`config.mk`:
```
export PLATFORM = sky130hd
export DESIGN_NAME = cvxif_offload_ctrl_flat
export DESIGN_NICKNAME = d
export VERILOG_FILES = /design/src/rtl/cvxif_pkg.sv /design/src/rtl/cvxif_offload_ctrl_pkg.sv /design/src/rtl/cvxif_offload_ctrl_if.sv /design/src/rtl/cvxif_offload_ctrl_id_table.sv /design/src/rtl/cvxif_offload_ctrl.sv /design/src/flat_wrapper.sv
export SDC_FILE = /design/constraint.sdc
export NUM_CORES = 1
export LEC_CHECK = 0
export ABC_AREA = 1
export BUFFER_PORTS_ARGS = -buffer_cell sky130_fd_sc_hd__buf_2
export CORE_AREA = 3 3 193 195
export CTS_CLUSTER_DIAMETER = 120
export DETAILED_ROUTE_END_ITERATION = 10
export DIE_AREA = 0 0 196 198
export PLACE_DENSITY_LB_ADDON = 0.05
export SYNTH_ARGS = -nofsm -noshare
export SYNTH_HDL_FRONTEND = slang
export SYNTH_SLANG_ARGS = --single-unit
```
`constraint.sdc`:
```
create_clock -name clk_i -period 3.3 [get_ports clk_i]
set_input_delay 0 -clock clk_i [delete_from_list [all_inputs] [get_ports clk_i]]
set_output_delay 0 -clock clk_i [all_outputs]
set_load 0.03 [all_outputs]
```
`src/rtl/cvxif_pkg.sv`:
```
// CV-X-IF request/response types shared between the core and its coprocessors.
package cvxif_pkg;

  localparam int unsigned X_ID_WIDTH = 4;
  localparam int unsigned X_NUM_RS   = 2;

  typedef struct packed {
    logic [15:0]           instr;
    logic [X_ID_WIDTH-1:0] id;
  } x_compressed_req_t;

  typedef struct packed {
    logic [31:0] instr;
    logic        accept;
  } x_compressed_resp_t;

  typedef struct packed {
    logic [31:0]                instr;
    logic [X_ID_WIDTH-1:0]      id;
    logic [X_NUM_RS-1:0][31:0]  rs;
    logic [X_NUM_RS-1:0]        rs_valid;
  } x_issue_req_t;

  typedef struct packed {
    logic accept;
    logic writeback;
    logic loadstore;
    logic exc;
  } x_issue_resp_t;

  typedef struct packed {
    logic [X_ID_WIDTH-1:0] id;
    logic                  x_commit_kill;
  } x_commit_t;

  typedef struct packed {
    logic [X_ID_WIDTH-1:0] id;
    logic [31:0]           addr;
    logic                  we;
    logic [31:0]           wdata;
  } x_mem_req_t;

  typedef struct packed {
    logic       exc;
    logic [5:0] exccode;
  } x_mem_resp_t;

  typedef struct packed {
    logic [X_ID_WIDTH-1:0] id;
    logic [31:0]           rdata;
    logic                  err;
  } x_mem_result_t;

  typedef struct packed {
    logic [X_ID_WIDTH-1:0] id;
    logic [31:0]           data;
    logic [4:0]            rd;
    logic                  we;
    logic                  exc;
    logic [5:0]            exccode;
  } x_result_t;

  typedef struct packed {
    logic              x_compressed_valid;
    x_compressed_req_t x_compressed_req;
    logic              x_issue_valid;
    x_issue_req_t      x_issue_req;
    logic              x_commit_valid;
    x_commit_t         x_commit;
    logic              x_mem_ready;
    x_mem_resp_t       x_mem_resp;
    logic              x_mem_result_valid;
    x_mem_result_t     x_mem_result;
    logic              x_result_ready;
  } cvxif_req_t;

  typedef struct packed {
    logic               x_compressed_ready;
    x_compressed_resp_t x_compressed_resp;
    logic               x_issue_ready;
    x_issue_resp_t      x_issue_resp;
    logic               x_mem_valid;
    x_mem_req_t         x_mem_req;
    logic               x_result_valid;
    x_result_t          x_result;
  } cvxif_resp_t;

endpackage

```
`src/rtl/cvxif_offload_ctrl_pkg.sv`:
```
// Types local to the core-side CV-X-IF offload controller.
package cvxif_offload_ctrl_pkg;

  import cvxif_pkg::*;

  typedef enum logic {
    IDLE  = 1'b0,
    ISSUE = 1'b1
  } offload_state_e;

  typedef struct packed {
    logic                  valid;
    logic [X_ID_WIDTH-1:0] id;
    logic [4:0]            rd;
    logic                  writeback;
  } outstanding_entry_t;

  // Destination register field of a standard 32-bit RISC-V encoding.
  function automatic logic [4:0] instr_rd(input logic [31:0] instr);
    return instr[11:7];
  endfunction

endpackage

```
`src/rtl/cvxif_offload_ctrl_if.sv`:
```
// CV-X-IF bundle: master = core side (drives req), slave = coprocessor side.
interface cvxif_offload_ctrl_if;

  import cvxif_pkg::*;

  cvxif_req_t  req;
  cvxif_resp_t resp;

  modport master (output req, input  resp);
  modport slave  (input  req, output resp);

endinterface

```
`src/rtl/cvxif_offload_ctrl_id_table.sv`:
```
// Outstanding-instruction table: allocates the lowest free slot, looks up
// result IDs, frees on result or kill. A killed slot remembers its ID until
// the late result shows up or the slot is reused, so that result can be
// dropped silently instead of being flagged as spurious.
module cvxif_id_table
  import cvxif_offload_ctrl_pkg::*;
#(
  parameter int NrEntries = 4,
  parameter int IdWidth   = cvxif_pkg::X_ID_WIDTH
) (
  input  logic               clk_i,
  input  logic               rst_ni,
  input  logic               alloc_i,
  input  logic [IdWidth-1:0] alloc_id_i,
  input  logic [4:0]         alloc_rd_i,
  input  logic               alloc_wb_i,
  input  logic               kill_i,
  input  logic [IdWidth-1:0] kill_id_i,
  input  logic               lookup_i,
  input  logic [IdWidth-1:0] lookup_id_i,
  output logic               full_o,
  output logic               hit_o,
  output logic               dropped_o,
  output logic [4:0]         match_rd_o,
  output logic               match_wb_o
);

  localparam int IdxW = $clog2(NrEntries);

  outstanding_entry_t   tbl_q [NrEntries];
  logic [NrEntries-1:0] killed_q;

  logic [NrEntries-1:0] valid_vec;
  logic [NrEntries-1:0] live_hit;
  logic [NrEntries-1:0] killed_hit;
  logic [NrEntries-1:0] kill_hit;
  logic [IdxW-1:0]      match_idx;
  logic [IdxW-1:0]      free_idx;
  logic                 kill_same;

  // Per-slot ID compares against the result ID and the kill ID.
  always_comb begin
    valid_vec  = '0;
    live_hit   = '0;
    killed_hit = '0;
    kill_hit   = '0;
    for (int i = 0; i < NrEntries; i++) begin
      valid_vec[i]  = tbl_q[i].valid;
      live_hit[i]   = tbl_q[i].valid && (tbl_q[i].id == lookup_id_i);
      killed_hit[i] = killed_q[i] && !tbl_q[i].valid && (tbl_q[i].id == lookup_id_i);
      kill_hit[i]   = kill_i && tbl_q[i].valid && (tbl_q[i].id == kill_id_i);
    end
  end

  // Lowest matching slot and lowest free slot.
  always_comb begin
    match_idx = '0;
    free_idx  = '0;
    for (int i = NrEntries - 1; i >= 0; i--) begin
      if (live_hit[i])      match_idx = IdxW'(i);
      if (!tbl_q[i].valid)  free_idx  = IdxW'(i);
    end
  end

  // A kill landing in the same cycle as the result wins over the result.
  assign kill_same  = kill_i && (kill_id_i == lookup_id_i) && (|live_hit);
  assign hit_o      = (|live_hit) && !kill_same;
  assign dropped_o  = kill_same || ((|killed_hit) && !(|live_hit));
  assign full_o     = &valid_vec;
  assign match_rd_o = tbl_q[match_idx].rd;
  assign match_wb_o = tbl_q[match_idx].writeback;

  // Slot updates: kill, free on result, allocate into the lowest free slot.
  always_ff @(posedge clk_i or negedge rst_ni) begin
    if (!rst_ni) begin
      for (int i = 0; i < NrEntries; i++) tbl_q[i] <= '0;
      killed_q <= '0;
    end else begin
      for (int i = 0; i < NrEntries; i++) begin
        if (kill_hit[i]) begin
          tbl_q[i].valid <= 1'b0;
          killed_q[i]    <= !(lookup_i && kill_same);
        end else if (lookup_i && hit_o && (IdxW'(i) == match_idx)) begin
          tbl_q[i].valid <= 1'b0;
        end
        if (lookup_i && killed_hit[i]) killed_q[i] <= 1'b0;
        if (alloc_i && (IdxW'(i) == free_idx)) begin
          tbl_q[i].valid     <= 1'b1;
          tbl_q[i].id        <= alloc_id_i;
          tbl_q[i].rd        <= alloc_rd_i;
          tbl_q[i].writeback <= alloc_wb_i;
          killed_q[i]        <= 1'b0;
        end
      end
    end
  end

endmodule

```
`src/rtl/cvxif_offload_ctrl.sv`:
```
// Core-side CV-X-IF initiator: issues offloaded instructions, forwards
// commit/kill, tracks outstanding IDs and buffers one result for writeback.
//
// state | meaning
// IDLE  | waiting for the core to offer an instruction (ready if table not full)
// ISSUE | x_issue_valid held with the registered request until x_issue_ready
module cvxif_offload_ctrl
  import cvxif_pkg::*;
  import cvxif_offload_ctrl_pkg::*;
#(
  parameter int NrOutstanding = 4,
  parameter int IdWidth       = X_ID_WIDTH
) (
  input  logic               clk_i,
  input  logic               rst_ni,
  input  logic               off_valid_i,
  output logic               off_ready_o,
  input  logic [31:0]        off_instr_i,
  input  logic [31:0]        off_rs1_i,
  input  logic [31:0]        off_rs2_i,
  input  logic [IdWidth-1:0] off_id_i,
  output logic               off_done_o,
  output logic               off_accept_o,
  output logic [IdWidth-1:0] off_done_id_o,
  input  logic               commit_valid_i,
  input  logic               commit_kill_i,
  input  logic [IdWidth-1:0] commit_id_i,
  output logic               wb_valid_o,
  input  logic               wb_ready_i,
  output logic [IdWidth-1:0] wb_id_o,
  output logic [31:0]        wb_data_o,
  output logic [4:0]         wb_rd_o,
  output logic               wb_we_o,
  output logic               wb_exc_o,
  output logic [5:0]         wb_exccode_o,
  output logic               spurious_o,
  cvxif_offload_ctrl_if.master cvxif
);

  offload_state_e state_q, state_d;

  logic [31:0]        instr_q, rs1_q, rs2_q;
  logic [IdWidth-1:0] id_q;
  logic               capture, issue_valid, issue_done;

  logic               tbl_full, tbl_hit, tbl_dropped, tbl_wb;
  logic [4:0]         tbl_rd;
  logic               result_ready, result_hs;

  logic               wb_valid_q, wb_we_q, wb_exc_q;
  logic [IdWidth-1:0] wb_id_q;
  logic [31:0]        wb_data_q;
  logic [4:0]         wb_rd_q;
  logic [5:0]         wb_exccode_q;

  logic               unused_resp;

  // Issue FSM state register.
  always_ff @(posedge clk_i or negedge rst_ni) begin
    if (!rst_ni) state_q <= IDLE;
    else         state_q <= state_d;
  end

  // Issue FSM next state and handshake outputs.
  always_comb begin
    state_d     = state_q;
    off_ready_o = 1'b0;
    capture     = 1'b0;
    issue_valid = 1'b0;
    issue_done  = 1'b0;
    case (state_q)
      IDLE: begin
        off_ready_o = !tbl_full;
        if (off_valid_i && !tbl_full) begin
          capture = 1'b1;
          state_d = ISSUE;
        end
      end
      ISSUE: begin
        issue_valid = 1'b1;
        if (cvxif.resp.x_issue_ready) begin
          issue_done = 1'b1;
          state_d    = IDLE;
        end
      end
      default: state_d = IDLE;
    endcase
  end

  // Request register, held stable for the whole ISSUE phase.
  always_ff @(posedge clk_i or negedge rst_ni) begin
    if (!rst_ni) begin
      instr_q <= '0;
      rs1_q   <= '0;
      rs2_q   <= '0;
      id_q    <= '0;
    end else if (capture) begin
      instr_q <= off_instr_i;
      rs1_q   <= off_rs1_i;
      rs2_q   <= off_rs2_i;
      id_q    <= off_id_i;
    end
  end

  assign off_done_o    = issue_done;
  assign off_accept_o  = issue_done && cvxif.resp.x_issue_resp.accept;
  assign off_done_id_o = issue_done ? id_q : '0;

  // Result path: one-entry skid buffer towards the core writeback port.
  assign result_ready = !wb_valid_q || wb_ready_i;
  assign result_hs    = cvxif.resp.x_result_valid && result_ready;
  assign spurious_o   = result_hs && !tbl_hit && !tbl_dropped;

  cvxif_id_table #(
    .NrEntries (NrOutstanding),
    .IdWidth   (IdWidth)
  ) i_id_table (
    .clk_i       (clk_i),
    .rst_ni      (rst_ni),
    .alloc_i     (issue_done && cvxif.resp.x_issue_resp.accept),
    .alloc_id_i  (id_q),
    .alloc_rd_i  (instr_rd(instr_q)),
    .alloc_wb_i  (cvxif.resp.x_issue_resp.writeback),
    .kill_i      (commit_valid_i && commit_kill_i),
    .kill_id_i   (commit_id_i),
    .lookup_i    (result_hs),
    .lookup_id_i (cvxif.resp.x_result.id),
    .full_o      (tbl_full),
    .hit_o       (tbl_hit),
    .dropped_o   (tbl_dropped),
    .match_rd_o  (tbl_rd),
    .match_wb_o  (tbl_wb)
  );

  // Writeback buffer: load on a matching result, otherwise drain on wb_ready_i.
  always_ff @(posedge clk_i or negedge rst_ni) begin
    if (!rst_ni) begin
      wb_valid_q   <= 1'b0;
      wb_id_q      <= '0;
      wb_data_q    <= '0;
      wb_rd_q      <= '0;
      wb_we_q      <= 1'b0;
      wb_exc_q     <= 1'b0;
      wb_exccode_q <= '0;
    end else if (result_hs && tbl_hit) begin
      wb_valid_q   <= 1'b1;
      wb_id_q      <= cvxif.resp.x_result.id;
      wb_data_q    <= cvxif.resp.x_result.data;
      wb_rd_q      <= tbl_rd;
      wb_we_q      <= cvxif.resp.x_result.we && tbl_wb;
      wb_exc_q     <= cvxif.resp.x_result.exc;
      wb_exccode_q <= cvxif.resp.x_result.exccode;
    end else if (wb_ready_i) begin
      wb_valid_q   <= 1'b0;
    end
  end

  assign wb_valid_o   = wb_valid_q;
  assign wb_id_o      = wb_id_q;
  assign wb_data_o    = wb_data_q;
  assign wb_rd_o      = wb_rd_q;
  assign wb_we_o      = wb_we_q;
  assign wb_exc_o     = wb_exc_q;
  assign wb_exccode_o = wb_exccode_q;

  // Request bundle: issue, pass-through commit, memory/compressed tie-offs.
  always_comb begin
    cvxif.req                            = '0;
    cvxif.req.x_issue_valid              = issue_valid;
    cvxif.req.x_issue_req.instr          = instr_q;
    cvxif.req.x_issue_req.id             = id_q;
    cvxif.req.x_issue_req.rs[0]          = rs1_q;
    cvxif.req.x_issue_req.rs[1]          = rs2_q;
    cvxif.req.x_issue_req.rs_valid       = {2{issue_valid}};
    cvxif.req.x_commit_valid             = commit_valid_i;
    cvxif.req.x_commit.id                = commit_id_i;
    cvxif.req.x_commit.x_commit_kill     = commit_kill_i;
    cvxif.req.x_mem_ready                = 1'b1;
    cvxif.req.x_result_ready             = result_ready;
  end

  // Response fields this initiator does not act on.
  assign unused_resp = ^{cvxif.resp.x_compressed_ready, cvxif.resp.x_compressed_resp,
                         cvxif.resp.x_mem_valid, cvxif.resp.x_mem_req,
                         cvxif.resp.x_issue_resp.loadstore, cvxif.resp.x_issue_resp.exc};

endmodule

```
`src/flat_wrapper.sv`:
```
// flat-port wrapper written by rule: the top's interface ports become plain ports
module cvxif_offload_ctrl_flat import cvxif_pkg::*; import cvxif_offload_ctrl_pkg::*;
#(
  parameter int NrOutstanding = 4,
  parameter int IdWidth       = X_ID_WIDTH
)
  (clk_i, rst_ni, off_valid_i, off_ready_o, off_instr_i, off_rs1_i, off_rs2_i, off_id_i, off_done_o, off_accept_o, off_done_id_o, commit_valid_i, commit_kill_i, commit_id_i, wb_valid_o, wb_ready_i, wb_id_o, wb_data_o, wb_rd_o, wb_we_o, wb_exc_o, wb_exccode_o, spurious_o, cvxif_req, cvxif_resp);
  cvxif_offload_ctrl_if cvxif_i ();
  input  logic clk_i;
  input  logic rst_ni;
  input  logic off_valid_i;
  output logic off_ready_o;
  input  logic [31:0] off_instr_i;
  input  logic [31:0] off_rs1_i;
  input  logic [31:0] off_rs2_i;
  input  logic [IdWidth-1:0] off_id_i;
  output logic off_done_o;
  output logic off_accept_o;
  output logic [IdWidth-1:0] off_done_id_o;
  input  logic commit_valid_i;
  input  logic commit_kill_i;
  input  logic [IdWidth-1:0] commit_id_i;
  output logic wb_valid_o;
  input  logic wb_ready_i;
  output logic [IdWidth-1:0] wb_id_o;
  output logic [31:0] wb_data_o;
  output logic [4:0] wb_rd_o;
  output logic wb_we_o;
  output logic wb_exc_o;
  output logic [5:0] wb_exccode_o;
  output logic spurious_o;
  output wire logic [$bits(cvxif_i.req)-1:0] cvxif_req;
  input wire logic [$bits(cvxif_i.resp)-1:0] cvxif_resp;
  assign cvxif_req = cvxif_i.req;
  assign cvxif_i.resp = cvxif_resp;
  cvxif_offload_ctrl #(.NrOutstanding(NrOutstanding), .IdWidth(IdWidth)) u_core (.clk_i(clk_i), .rst_ni(rst_ni), .off_valid_i(off_valid_i), .off_ready_o(off_ready_o), .off_instr_i(off_instr_i), .off_rs1_i(off_rs1_i), .off_rs2_i(off_rs2_i), .off_id_i(off_id_i), .off_done_o(off_done_o), .off_accept_o(off_accept_o), .off_done_id_o(off_done_id_o), .commit_valid_i(commit_valid_i), .commit_kill_i(commit_kill_i), .commit_id_i(commit_id_i), .wb_valid_o(wb_valid_o), .wb_ready_i(wb_ready_i), .wb_id_o(wb_id_o), .wb_data_o(wb_data_o), .wb_rd_o(wb_rd_o), .wb_we_o(wb_we_o), .wb_exc_o(wb_exc_o), .wb_exccode_o(wb_exccode_o), .spurious_o(spurious_o), .cvxif(cvxif_i));
endmodule
```
==> qor.txt <==
Status - finished clean
Maximum VDD drop - 535 uV
Max Transition Viols Final - 0
TritonCTS clock tree - done
Seq cells post-synth - 199
Synth area leader - dfrtp_1
CP Class - flop to flop
Vias in the first global route - 7,823
First-pass GRT wire length - 43.0 mm
Area after DPL - 10,800 um2
Critical Path Start Type - flop
Fin crit share - 73.9%
Remaining DRCs - 0
Worst slew pin tran - 0.831 ns
I/O Pins - 504
CTS Buffer Depth - 2
F_max - 410 MHz
Relative slew margins - 44.5%
Initial antenna violation count - 0
# setup viols final - 0
Final WL - 27.2 mm
Initial core utilization - 25.3%
Largest net degree at the start of global routing - 70
Synth Area in Adders - 0%
Core area - 35,600 um2
Final ANT Viol Nets - 0
Post-Syn Area - 9010 um2
Routed len/inst - 14.7 um
Drt pass-1 iters - 4
Min cycle time layout - 2.44 ns
Global Route Usage Sum - 14.0%
CTS buffer count - 17
Fraction of final layout cells with drive strength greater than 1 - 34.1%
Via Count - 7,407
Via-to-Cell Ratio - 4.01
Cts hold-fix bufs - 148
Placed insts - 1,668
XOR/XNOR Fraction of Synth Area - 1.65%
Finished Cell Area - 12,900 um2
Die area - 38,800 um2
Slowest Stage Delay on Critical Path - 0.54 ns
CTS H-tree lvls - 4
Crit-path max FO - 28
Crit. End Element - flop
Complex-gate fraction of the synthesized area - 3.87%
Top-area cell type share of the netlist area - 55.3%
Worst-Skew Late Latency - 0.44 ns
Post-CTS Resized - 0
Lkg Pwr - 6.66 nW
Synth async-reset ratio - 100%
Count leader, synth - nand2_1
IO buf count - 325
Final non-filler cell total - 1,847
Number of synthesized flops with an enable pin - 0
Total Nets Final - 1,643
Required time worst endpoint - 3.62 ns
Slowest CP cell - nor3_1
P per Cell Area - 912 nW/um2
Die W - 196 um
GRT Residual Overflow - 0
Root Buffer - clkbuf_16
RSZ-0062 raised after global routing - false
Post-synth top cells - nand2_1, dfrtp_1, mux2_2, buf_4, inv_1
Clock Sinks - 199
Post-CTS setup buffers - 0
Row cnt - 69
Synth warnings - 0
Setup TNS Final - 0 ns
Clk slew on worst S/H paths - 0.07 ns
GPL Wtd Cong - 0.736
Post-synthesis mux area share - 11.4%
Ys flop type - dfrtp_1
Clk_skew - 0.00896 ns
Avg Inst Size Synth - 9.82 um2
Die Y - 198 um
Hold slack final - 0.115 ns
Synth cell types - 31
Synth area leaders - dfrtp_1, mux2_2, nand2_1, buf_4, o21ai_0
DP HPWL - 19.4 mm
Synth Instances - 918
WP data arrival - 2.76 ns
Largest family of logic cells by synthesized area - simple AND/OR/NAND/NOR gates
P&R area growth vs syn - 43.1%
Synth Area in Simple Gates - 16.6%
Hold Fails Final Rpt - 0
Sequential fraction of the synthesis area - 55.3%
Initial DRC count - 287
Worst hold path class - input port to flop
Diodes inserted - 0
Critical path cell sequence - inv_1, nor3_1, nor2_1, nand2_4, buf_4, mux2_2
Max cap viols - 0
==> registers in the layout (all words and copies together), names as in the netlist <==
name and cells:
u_core.wb_we_o 1, u_core.rs1_q 32, u_core.wb_valid_o 1, u_core.wb_data_o 32, u_core.instr_q 32, u_core.wb_rd_o 5
u_core.i_id_table.killed_q 4, u_core.wb_exc_o 1, u_core.wb_id_o 4, u_core.id_q 4, u_core.state_q 1, u_core.wb_exccode_o 6
u_core.i_id_table.tbl_q 44, u_core.rs2_q 32
==> logic make-up after synthesis <==
| family | count (synthesis) |
|---|---|
| other | 2 |
| XOR/XNOR | 17 |
| buffers and inverters | 176 |
| multiplexers | 91 |
| flip-flops | 199 |
| AO/OA/AOI/OAI | 68 |
| AND/OR/NAND/NOR | 365 |
==> cells in the final DEF (no fill, tap or decap), types with 3 or more instances in the layout <==
master and count:
a21oi_1 11, buf_12 4, buf_2 324, buf_4 9, clkbuf_1 5, clkbuf_16 17
clkbuf_8 3, clkinv_4 3, conb_1 67, dfrtp_1 199, dlygate4sd3_1 148, inv_1 56
inv_2 6, mux2_2 91, nand2_1 264, nand3_1 24, nand4_1 10, nor2_1 45
nor2_2 3, nor3_1 6, o21ai_0 49, o22ai_1 4, xnor2_1 9, xor2_1 8
==> routing by layer <==
layer,vias up,part of all wire [%],track usage (%)
met2,258,47,22.8
met3,19,7.9,4.97
met4,0,1.4,4.15
met1,3451,44,17.6
met5,-,0,0
li1,3679,-,-
==> critical path: cells and delay by family, from the launching register on <==
family                 cells  cell delay, ns
and+or+nand+nor            3            1.07
DFF                        1            0.45
buffers and inverters      2            0.43
muxes                      1            0.36
==> report_power, final <==
part / switching [mW] / internal [mW] / leakage [nW]
registers: 0.626 / 3.55 / 2.40
clock network: 0.944 / 1.16 / 0.278
logic: 3.68 / 1.80 / 3.98
total: 5.25 / 6.51 / 6.66
==> stage by stage <==
| stage | util (%) | setup WS, ns | power (mW) |
|---|---|---|---|
| finish | 36.3 | 0.860 | 11.8 |
| global route | 36.3 | 0.562 | 12.6 |
| CTS | 36.3 | 0.806 | 12.0 |
| detailed placement | 30.5 | 0.825 | 9.67 |
| global placement | 30.5 | 0.844 | 9.66 |
| floorplan | - | 1.44 | 7.96 |
==> layout make-up <==
cell class	count	area (um2)
Inverter	62	233
Fill cell	3728	22700
Clock inverter	7	96.3
Clock buffer	24	472
Timing Repair Buffer	486	3260
Tap cell	461	577
Sequential cell	199	4980
Multi-Input combinational cell	608	3280
==> final timing paths <==
path / startpoint / to / slack [ns] / cells past startpoint
min in group asynchronous: rst_ni / u_core.rs1_q[31] / 0.14 / 2
max: u_core.i_id_table.tbl_q[32] / u_core.rs1_q[11] / 0.86 / 6
min reg2reg: u_core.wb_data_o[16] / u_core.wb_data_o[16] / 0.47 / 2
max in group asynchronous: rst_ni / u_core.wb_data_o[10] / 2.29 / 3
max reg2reg: u_core.i_id_table.tbl_q[32] / u_core.rs1_q[11] / 0.86 / 6
min: cvxif_resp[49] / u_core.i_id_table.killed_q[3] / 0.12 / 6
Power figures use the tool's default switching activity.
